--- src/rtl/instr_prefetch_queue_pkg.sv ---
// prefetch_pkg: shared definitions for the instruction prefetch path.
//   OPCODE_W_DEF / ADDR_W_DEF : default opcode and address field widths.
//   instruction_t             : default-width {opcode, address} record used by
//                               neighbouring fetch/decode blocks.
package prefetch_pkg;

    localparam int OPCODE_W_DEF = 16;
    localparam int ADDR_W_DEF   = 64;

    typedef struct packed {
        logic [15:0] opcode;
        logic [63:0] address;
    } instruction_t;

endpackage

--- src/rtl/instr_prefetch_queue_if.sv ---
// instr_prefetch_queue_if: fetch-side and decode-side valid/ready handshakes
// of the instruction prefetch queue.
//   in_valid/in_ready/in_opcode/in_addr     : fetch unit -> queue
//   out_valid/out_ready/out_opcode/out_addr : queue -> decode
//   modport master : the environment (fetch producer + decode consumer)
//   modport slave  : the queue itself
interface instr_prefetch_queue_if
    import prefetch_pkg::*;
#(
    parameter int OPCODE_W = OPCODE_W_DEF,
    parameter int ADDR_W   = ADDR_W_DEF
);

    logic                in_valid;
    logic                in_ready;
    logic [OPCODE_W-1:0] in_opcode;
    logic [ADDR_W-1:0]   in_addr;
    logic                out_valid;
    logic                out_ready;
    logic [OPCODE_W-1:0] out_opcode;
    logic [ADDR_W-1:0]   out_addr;

    modport master (
        output in_valid, in_opcode, in_addr, out_ready,
        input  in_ready, out_valid, out_opcode, out_addr
    );

    modport slave (
        input  in_valid, in_opcode, in_addr, out_ready,
        output in_ready, out_valid, out_opcode, out_addr
    );

endinterface

--- src/rtl/instr_prefetch_queue.sv ---
// instr_prefetch_queue: DEPTH-entry FIFO of {opcode, addr} instruction words
// between fetch and decode.
//   clk     : single clock, rising edge
//   rst_n   : asynchronous active-low reset (clears pointers, count, storage)
//   flush_i : synchronous discard of all entries (branch redirect)
//   count   : number of valid entries, 0..DEPTH
//   bus     : fetch (in_*) and decode (out_*) handshakes, slave side
// The head is only visible the cycle after it was written (no fall-through),
// and in_ready depends only on state, so a pop never frees a slot for a push
// in the same cycle.
module instr_prefetch_queue
    import prefetch_pkg::*;
#(
    parameter int OPCODE_W = OPCODE_W_DEF,
    parameter int ADDR_W   = ADDR_W_DEF,
    parameter int DEPTH    = 4,
    localparam int CNT_W   = $clog2(DEPTH) + 1
)(
    input  logic                   clk,
    input  logic                   rst_n,
    input  logic                   flush_i,
    output logic [CNT_W-1:0]       count,
    instr_prefetch_queue_if.slave  bus
);

    localparam int PTR_W = $clog2(DEPTH);
    localparam logic [PTR_W-1:0] PTR_ONE  = PTR_W'(1);
    localparam logic [CNT_W-1:0] CNT_ONE  = CNT_W'(1);
    localparam logic [CNT_W-1:0] CNT_FULL = CNT_W'(DEPTH);

    typedef struct packed {
        logic [OPCODE_W-1:0] opcode;
        logic [ADDR_W-1:0]   addr;
    } entry_t;

    entry_t             mem_r [DEPTH];
    logic [PTR_W-1:0]   wr_ptr_r;
    logic [PTR_W-1:0]   rd_ptr_r;
    logic [CNT_W-1:0]   cnt_r;
    logic [CNT_W-1:0]   cnt_nxt_s;
    logic               in_ready_s;
    logic               out_valid_s;
    logic               push_s;
    logic               pop_s;
    entry_t             in_entry_s;

    assign in_ready_s  = (cnt_r != CNT_FULL);
    assign out_valid_s = (cnt_r != {CNT_W{1'b0}});
    assign push_s      = bus.in_valid  & in_ready_s;
    assign pop_s       = bus.out_valid & bus.out_ready;
    assign in_entry_s  = '{opcode: bus.in_opcode, addr: bus.in_addr};

    assign bus.in_ready  = in_ready_s;
    assign bus.out_valid = out_valid_s;
    assign count         = cnt_r;

    // Occupancy update: a simultaneous push and pop leaves the count unchanged.
    always_comb begin
        cnt_nxt_s = cnt_r;
        if (push_s && !pop_s) begin
            cnt_nxt_s = cnt_r + CNT_ONE;
        end else if (pop_s && !push_s) begin
            cnt_nxt_s = cnt_r - CNT_ONE;
        end else begin
            cnt_nxt_s = cnt_r;
        end
    end

    // Pointer, count and storage state; flush overrides any handshake in the same cycle.
    always_ff @(posedge clk or negedge rst_n) begin
        if (!rst_n) begin
            wr_ptr_r <= '0;
            rd_ptr_r <= '0;
            cnt_r    <= '0;
            mem_r    <= '{default: '0};
        end else if (flush_i) begin
            // Entry contents are deliberately left intact; only the bookkeeping resets.
            wr_ptr_r <= '0;
            rd_ptr_r <= '0;
            cnt_r    <= '0;
        end else begin
            if (push_s) begin
                mem_r[wr_ptr_r] <= in_entry_s;
                wr_ptr_r        <= wr_ptr_r + PTR_ONE;
            end
            if (pop_s) begin
                rd_ptr_r <= rd_ptr_r + PTR_ONE;
            end
            cnt_r <= cnt_nxt_s;
        end
    end

    // Head presentation: zeroed whenever the queue is empty so decode never sees stale data.
    always_comb begin
        bus.out_opcode = {OPCODE_W{1'b0}};
        bus.out_addr   = {ADDR_W{1'b0}};
        if (out_valid_s) begin
            bus.out_opcode = mem_r[rd_ptr_r].opcode;
            bus.out_addr   = mem_r[rd_ptr_r].addr;
        end else begin
            bus.out_opcode = {OPCODE_W{1'b0}};
            bus.out_addr   = {ADDR_W{1'b0}};
        end
    end

endmodule

--- src/flat_wrapper.sv ---
// flat-port wrapper written by rule: the top's interface ports become plain ports
module instr_prefetch_queue_flat import prefetch_pkg::*;
#(
    parameter int OPCODE_W = OPCODE_W_DEF,
    parameter int ADDR_W   = ADDR_W_DEF,
    parameter int DEPTH    = 4,
    localparam int CNT_W   = $clog2(DEPTH) + 1
)
  (clk, rst_n, flush_i, count, bus_in_valid, bus_in_opcode, bus_in_addr, bus_out_ready, bus_in_ready, bus_out_valid, bus_out_opcode, bus_out_addr);
  instr_prefetch_queue_if #(.OPCODE_W(OPCODE_W), .ADDR_W(ADDR_W)) bus_i ();
  input  logic clk;
  input  logic rst_n;
  input  logic flush_i;
  output logic [CNT_W-1:0] count;
  input wire logic [$bits(bus_i.in_valid)-1:0] bus_in_valid;
  input wire logic [$bits(bus_i.in_opcode)-1:0] bus_in_opcode;
  input wire logic [$bits(bus_i.in_addr)-1:0] bus_in_addr;
  input wire logic [$bits(bus_i.out_ready)-1:0] bus_out_ready;
  output wire logic [$bits(bus_i.in_ready)-1:0] bus_in_ready;
  output wire logic [$bits(bus_i.out_valid)-1:0] bus_out_valid;
  output wire logic [$bits(bus_i.out_opcode)-1:0] bus_out_opcode;
  output wire logic [$bits(bus_i.out_addr)-1:0] bus_out_addr;
  assign bus_i.in_valid = bus_in_valid;
  assign bus_i.in_opcode = bus_in_opcode;
  assign bus_i.in_addr = bus_in_addr;
  assign bus_i.out_ready = bus_out_ready;
  assign bus_in_ready = bus_i.in_ready;
  assign bus_out_valid = bus_i.out_valid;
  assign bus_out_opcode = bus_i.out_opcode;
  assign bus_out_addr = bus_i.out_addr;
  instr_prefetch_queue #(.OPCODE_W(OPCODE_W), .ADDR_W(ADDR_W), .DEPTH(DEPTH)) u_core (.clk(clk), .rst_n(rst_n), .flush_i(flush_i), .count(count), .bus(bus_i));
endmodule
--- config.mk ---
export PLATFORM = sky130hd
export DESIGN_NAME = instr_prefetch_queue_flat
export DESIGN_NICKNAME = d
export VERILOG_FILES = /design/src/rtl/instr_prefetch_queue_pkg.sv /design/src/rtl/instr_prefetch_queue_if.sv /design/src/rtl/instr_prefetch_queue.sv /design/src/flat_wrapper.sv
export SDC_FILE = /design/constraint.sdc
export NUM_CORES = 1
export LEC_CHECK = 0
export CAP_MARGIN = 20
export CORE_MARGIN = 4
export CORE_UTILIZATION = 45
export DETAILED_ROUTE_END_ITERATION = 16
export HOLD_SLACK_MARGIN = 0.15
export PLACE_DENSITY = 0.63
export SYNTH_ARGS = -nofsm -noshare
export SYNTH_HDL_FRONTEND = slang
export SYNTH_SLANG_ARGS = --single-unit
--- constraint.sdc ---
create_clock -name clk -period 3.1 [get_ports clk]
set_input_delay 0.62 -clock clk [delete_from_list [all_inputs] [get_ports clk]]
set_output_delay 0.62 -clock clk [all_outputs]
set_load 0.01 [all_outputs]
# ---- Yosys cells after proc, flatten, opt, wreduce, memory -nomap -nowiden
# Index checks and enable logic that the tools add are counted.
dict set report totals {
  latch_bits 0
  out_inout_bits 85
  register_bits 327
  mem_count 0
  ramBits 0
  romBits 0
}
dict set report classes {
  div_mod_pow 0
  add_sub_neg 4
  reduce_logical 10
  bitwise_logic 5
  eq_ne 1
  mux 15
  shift 0
  magnitude_cmp 3
  n_mul 0
}
# op count
set ops {}
lappend ops {{320-bit bitwise mux} 1}
lappend ops {{80-bit 2-to-1 mux} 3}
lappend ops {{80-bit binary-select mux with 2-bit select} 1}
lappend ops {{80-bit demux with 2-bit select} 1}
lappend ops {{64-bit 2-to-1 mux} 1}
lappend ops {{16-bit 2-to-1 mux} 1}
lappend ops {{3-bit 2-to-1 mux} 3}
lappend ops {{2-bit 2-to-1 mux} 4}
lappend ops {{3-bit >= comparator, second input constant} 2}
lappend ops {{2-bit inverter with 3-bit output} 2}
lappend ops {{3-bit nonzero test} 2}
lappend ops {{2-bit by 1-bit adder with 2-bit output, second input constant} 2}
lappend ops {{2-bit nonzero test} 2}
lappend ops {{3-bit by 1-bit adder with 3-bit output, second input constant} 1}
lappend ops {{1-bit logical AND} 3}
lappend ops {{3-bit by 1-bit < comparator with 1-bit output, second input constant} 1}
lappend ops {{3-bit inequality test, second input constant} 1}
lappend ops {{3-bit by 1-bit subtractor with 3-bit output, second input constant} 1}
lappend ops {{1-bit AND} 2}
lappend ops {{1-bit zero test} 2}
lappend ops {{2-bit AND reduction} 1}
lappend ops {{1-bit inverter} 1}

# ---- Longest topological paths before layout
dict set report depth {
  word_depth 7
  ltp_mapped 8
  depth_no_buf 7
}

# ---- Worst setup path after synthesis
# No wires, ideal clock.
dict set report synth_timing {
  path_type {in2reg}
  start {input bus_out_ready}
  end {register u_core.cnt_r[2] (netlist: u_core.count[2])}
  n_path_buf 1
  path_slack_ns 0.873
  t_arrival_ns 2.133
  path_stages 6
  setup_ns 0.094
  path_cell_list {clkbuf_1 > o31ai_1 > and3_2 > fa_1 > o311a_1 > a211oi_1}
}
dict set report synth_via {
  elab_chain_len 5
  elab_cells_between_ends 7
}
# item line
set synth_rtl {}
lappend synth_rtl {{from (decl)} flat_wrapper.sv:18} ;# input wire logic [$bits(bus_i.out_ready)-1:0] bus_out_ready;
lappend synth_rtl {{1-bit AND *} instr_prefetch_queue.sv:50} ;# assign pop_s = bus.out_valid & bus.out_ready;
lappend synth_rtl {{1-bit zero test} instr_prefetch_queue.sv:60} ;# if (push_s && !pop_s) begin
lappend synth_rtl {{1-bit logical AND} instr_prefetch_queue.sv:60}
lappend synth_rtl {{3-bit 2-to-1 mux} instr_prefetch_queue.sv:60}
lappend synth_rtl {{3-bit 2-to-1 mux} instr_prefetch_queue.sv:76} ;# end else if (flush_i) begin
lappend synth_rtl {{to (signal assigned)} instr_prefetch_queue.sv:89} ;# cnt_r <= cnt_nxt_s;
lappend synth_rtl {{to (decl)} instr_prefetch_queue.sv:39} ;# logic [CNT_W-1:0] cnt_r;
# Every way passes the cells marked *; elsewhere a longest branch is shown, timed or not.
# A chain may end at the register's enable or synchronous reset.

# ---- Worst setup path after layout
dict set report layout_timing {
  start {register u_core.rd_ptr_r[0]}
  end {output bus_out_addr[2]}
}
dict set report layout_via {
  elab_chain_len 5
}
# item line
set layout_rtl {}
lappend layout_rtl {{from (decl)} instr_prefetch_queue.sv:38} ;# logic [PTR_W-1:0] rd_ptr_r;
lappend layout_rtl {{from (signal assigned)} instr_prefetch_queue.sv:87} ;# rd_ptr_r <= rd_ptr_r + PTR_ONE;
lappend layout_rtl {{2-bit inverter with 3-bit output (implied by the code)} instr_prefetch_queue.sv:99} ;# bus.out_addr = mem_r[rd_ptr_r].addr;
lappend layout_rtl {{80-bit binary-select mux with 2-bit select} instr_prefetch_queue.sv:99}
lappend layout_rtl {{80-bit 2-to-1 mux (2 in series)} -}
lappend layout_rtl {{64-bit 2-to-1 mux} instr_prefetch_queue.sv:97} ;# if (out_valid_s) begin
lappend layout_rtl {{to (decl)} flat_wrapper.sv:22} ;# output wire logic [$bits(bus_i.out_addr)-1:0] bus_out_addr;
# Every way passes these cells. The select of a mux whose other input is x is not followed.

==> out/metrics.cfg <==
[outcome]
status = finished clean

[timing]
hold_violations = 0
clock_skew_ps = 22.9
tightest_slew_ps = 617
maxSlewViolCount = 0
min_period_ps = 3020
setup_slack_ps = 78.7
setup_viol = 0
finalCritPeriodShare_pct = 97.5
fmax_mhz = 331
rsz0062_at_grt = no
relSlewSlack_pct = 58.9

[die]
die_w_um = 192
core_um2 = 33400
io_pins = 170
initial_core_util_pct = 45.4
dieArea_um2 = 36800
fp-row-count = 67
fp.dieH_um = 192

[yosys]
synthAdderAreaFrac_pct = 0.461
synthSimpleGateAreaFrac_pct = 4.14
synth_xor_area_share_pct = 0.115
synth_edf_count = 0
syn_area_um2 = 15200
synth-seq-cells = 327
seq_area_frac_synth_pct = 53.8
ys.flop_type = dfrtp_1
syn_inst = 921
async_flop_share_pct = 100
synth_mux_area_share_pct = 37.8
synth_compound_area_share_pct = 0.650
syn_area_per_cell_um2 = 16.5
synth_top_family_by_area = multiplexers
synth_nets = 1011
yosysUniqueCellTypes = 33
synth_warnings = 0

[grt]
track_usage_pct = 18.6
grt_pass1_wl_um = 53700
overflow = 0
grt_use_met3_pct = 3.47
grt_pass1_vias = 9265
busiest_layer = met2
antenna_found_initial = 2
use_met2_pct = 30.5
grt_use_met1_pct = 26.2
grt_max_degree = 76

[clocking]
htree_levels = 2
cts_root_buf = clkbuf_16
cts_inserted_buffers = 38
clockBufferDepth = 3
clk_pin_slew_ps = 60
cts_tree = done
clock-sinks = 327
clk-insertion-delay-late_ps = 520

[routing]
wl_um = 33800
firstDrtPassIters = 6
drc = 0
post_drt_via_cell_ratio = 5.38
drt_iter0_drc = 344
wl_per_cell_um = 21.4
vias = 8515
drtAntennaViolNets = 0

[final_layout]
final_util_pct = 56.7
synthToLayoutAreaGrowth_pct = 24.8
final.fill_count = 2667
drive_gt1_share_pct = 45.3
nNetsFinal = 1203
diodes = 0

[hold_path]
hp-class = register to register

[critical_path]
cp-start-kind = register
slowest_delay_ps = 490
crit_path_cell_trace = buf_8 -> buf_16 -> mux4_2 -> and2_1 -> clkdlybuf4s50_1
critical_path.endpoint_type = primary output
critical_path.slowest_cell = mux4_2
cp.arrival_ps = 2400
reg2reg_slack_ps = 890
crit_type = register to primary output
worstPathMaxFanout = 7
cp.required_ps = 2480

[power_and_ir_drop]
power_density_nw_per_um2 = 952
leakage_nw = 8.69
irDropWorstVdd_mv = 0.517

[job]
cap_viol_max_count = 0

[placement]
io_buffer_count = 169
post-place-ws_ps = 448
dpl.hpwl_um = 20200
gp_congestion = 0.736

## layout make-up
cell class                      instances  area (µm²)  share of cell area [%]
Multi-Input combinational cell        523        6580                    34.7
Clock inverter                          9        95.1                   0.501
Inverter                                7        26.3                   0.139
Tap cell                              448         561                    2.96
Clock buffer                           53        1070                    5.63
Sequential cell                       327        8190                    43.2
Timing Repair Buffer                  216        2440                    12.9
## report_power, final
group | total, mW | internal, mW | leakage (nW) | switching [mW]
Clock | 4.19 | 2.49 | 0.574 | 1.71
Sequential | 6.82 | 5.96 | 4.11 | 0.857
Combinational | 7.03 | 4.41 | 4.01 | 2.63
Total | 18.0 | 12.9 | 8.69 | 5.19
## kinds of logic (layout without fill, tap and decap cells)
logic type,after synthesis,count (layout)
AO/OA/AOI/OAI,14,14
XOR/XNOR,2,2
adder cells (fa/ha/maj),5,5
buffers and inverters,71,285
flip-flops,327,327
multiplexers,403,403
AND/OR/NAND/NOR,99,99
## per-layer routing
layer,part of all wire [%],wire [µm]
met1,45,15400
met3,4.3,1460
met2,49,16600
met5,0.032,11
met4,1.3,442
## registers in the layout, summed over array words and instances, names as in the netlist
signal / cells
u_core.rd_ptr_r: 2
u_core.mem_r: 320
u_core.wr_ptr_r: 2
u_core.count: 3
## path summary, 6_finish.rpt
kind                                                startpoint                       endpoint  cells after the start
worst max-delay path            u_core.rd_ptr_r[0]$_DFFE_PN0P_                bus_out_addr[2]                      5
worst min-delay path              u_core.mem_r[37]$_DFFE_PN0P_   u_core.mem_r[37]$_DFFE_PN0P_                      1
worst max register to register     u_core.count[1]$_DFFE_PN0P_    u_core.count[2]$_DFFE_PN0P_                      7
worst min register to register    u_core.mem_r[37]$_DFFE_PN0P_   u_core.mem_r[37]$_DFFE_PN0P_                      1
max in group asynchronous                                rst_n  u_core.mem_r[315]$_DFFE_PN0P_                      3
min in group asynchronous                                rst_n  u_core.mem_r[116]$_DFFE_PN0P_                      2
## synthesized netlist by cell type (2+ instances only)
cell,instances,share of area [%]
clkbuf_1,19,0.47
mux4_2,80,12
nand3_1,2,0.066
a21oi_1,2,0.066
mux2_4,80,7.9
o21ai_0,3,0.099
buf_2,34,1.1
o31ai_1,2,0.099
dfrtp_1,327,54
buf_4,2,0.099
inv_1,6,0.15
buf_12,9,1.2
o21a_1,2,0.099
mux2_2,242,18
xor2_1,2,0.12
and2_1,80,3.3
nand3_2,3,0.20
nor2_1,8,0.20
ha_1,4,0.33
## placed cells by master, fill, tap and decap left out, types with 4 or more instances in the layout
| cell type | netlist | layout |
|---|---|---|
| buf_4 | 2 | 17 |
| clkbuf_16 | 0 | 39 |
| clkinv_2 | 0 | 4 |
| mux2_4 | 80 | 80 |
| mux4_2 | 80 | 80 |
| dlymetal6s2s_1 | 0 | 25 |
| inv_1 | 6 | 6 |
| nor2_1 | 8 | 8 |
| buf_16 | 0 | 6 |
| dlygate4sd2_1 | 0 | 48 |
| mux2_2 | 242 | 242 |
| clkbuf_8 | 0 | 6 |
| buf_12 | 9 | 19 |
| dfrtp_1 | 327 | 325 |
| clkbuf_1 | 19 | 9 |
| clkdlybuf4s50_1 | 0 | 95 |
| and2_1 | 80 | 80 |
| ha_1 | 4 | 4 |
## per-stage QoR
stage               area (µm²)  total power, mW  setup TNS [ps]  instances  hold slack [ps]
detailed placement       17600             14.1               0       1507              488
global route             19000             19.1               0       1583              509
floorplan                15200             11.1               0        921              324
finish                   19000             18.0               0       1583              499
CTS                      18800             18.3           -60.2       1577              501
global placement         17600             14.0               0       1507              482
## critical path, delay by kind of cell (launching register included)
kind | cells | cell delay [ps]
mux | 1 | 490
buf+inv | 3 | 770
flops | 1 | 450
simple gates | 1 | 170
## timing repair
| item | 4_1_cts | 5_1_grt |
|---|---|---|
| buffers inserted | 3 | 5 |
| resized for setup | 57 | 26 |
| gates cloned | 4 | 1 |
| hold buffers | 1 | 0 |
| setup endpoints to repair | 80 | 32 |
| endpoints found under the hold margin | 69 | 0 |
No activity file was read; power rests on OpenSTA's default activity.
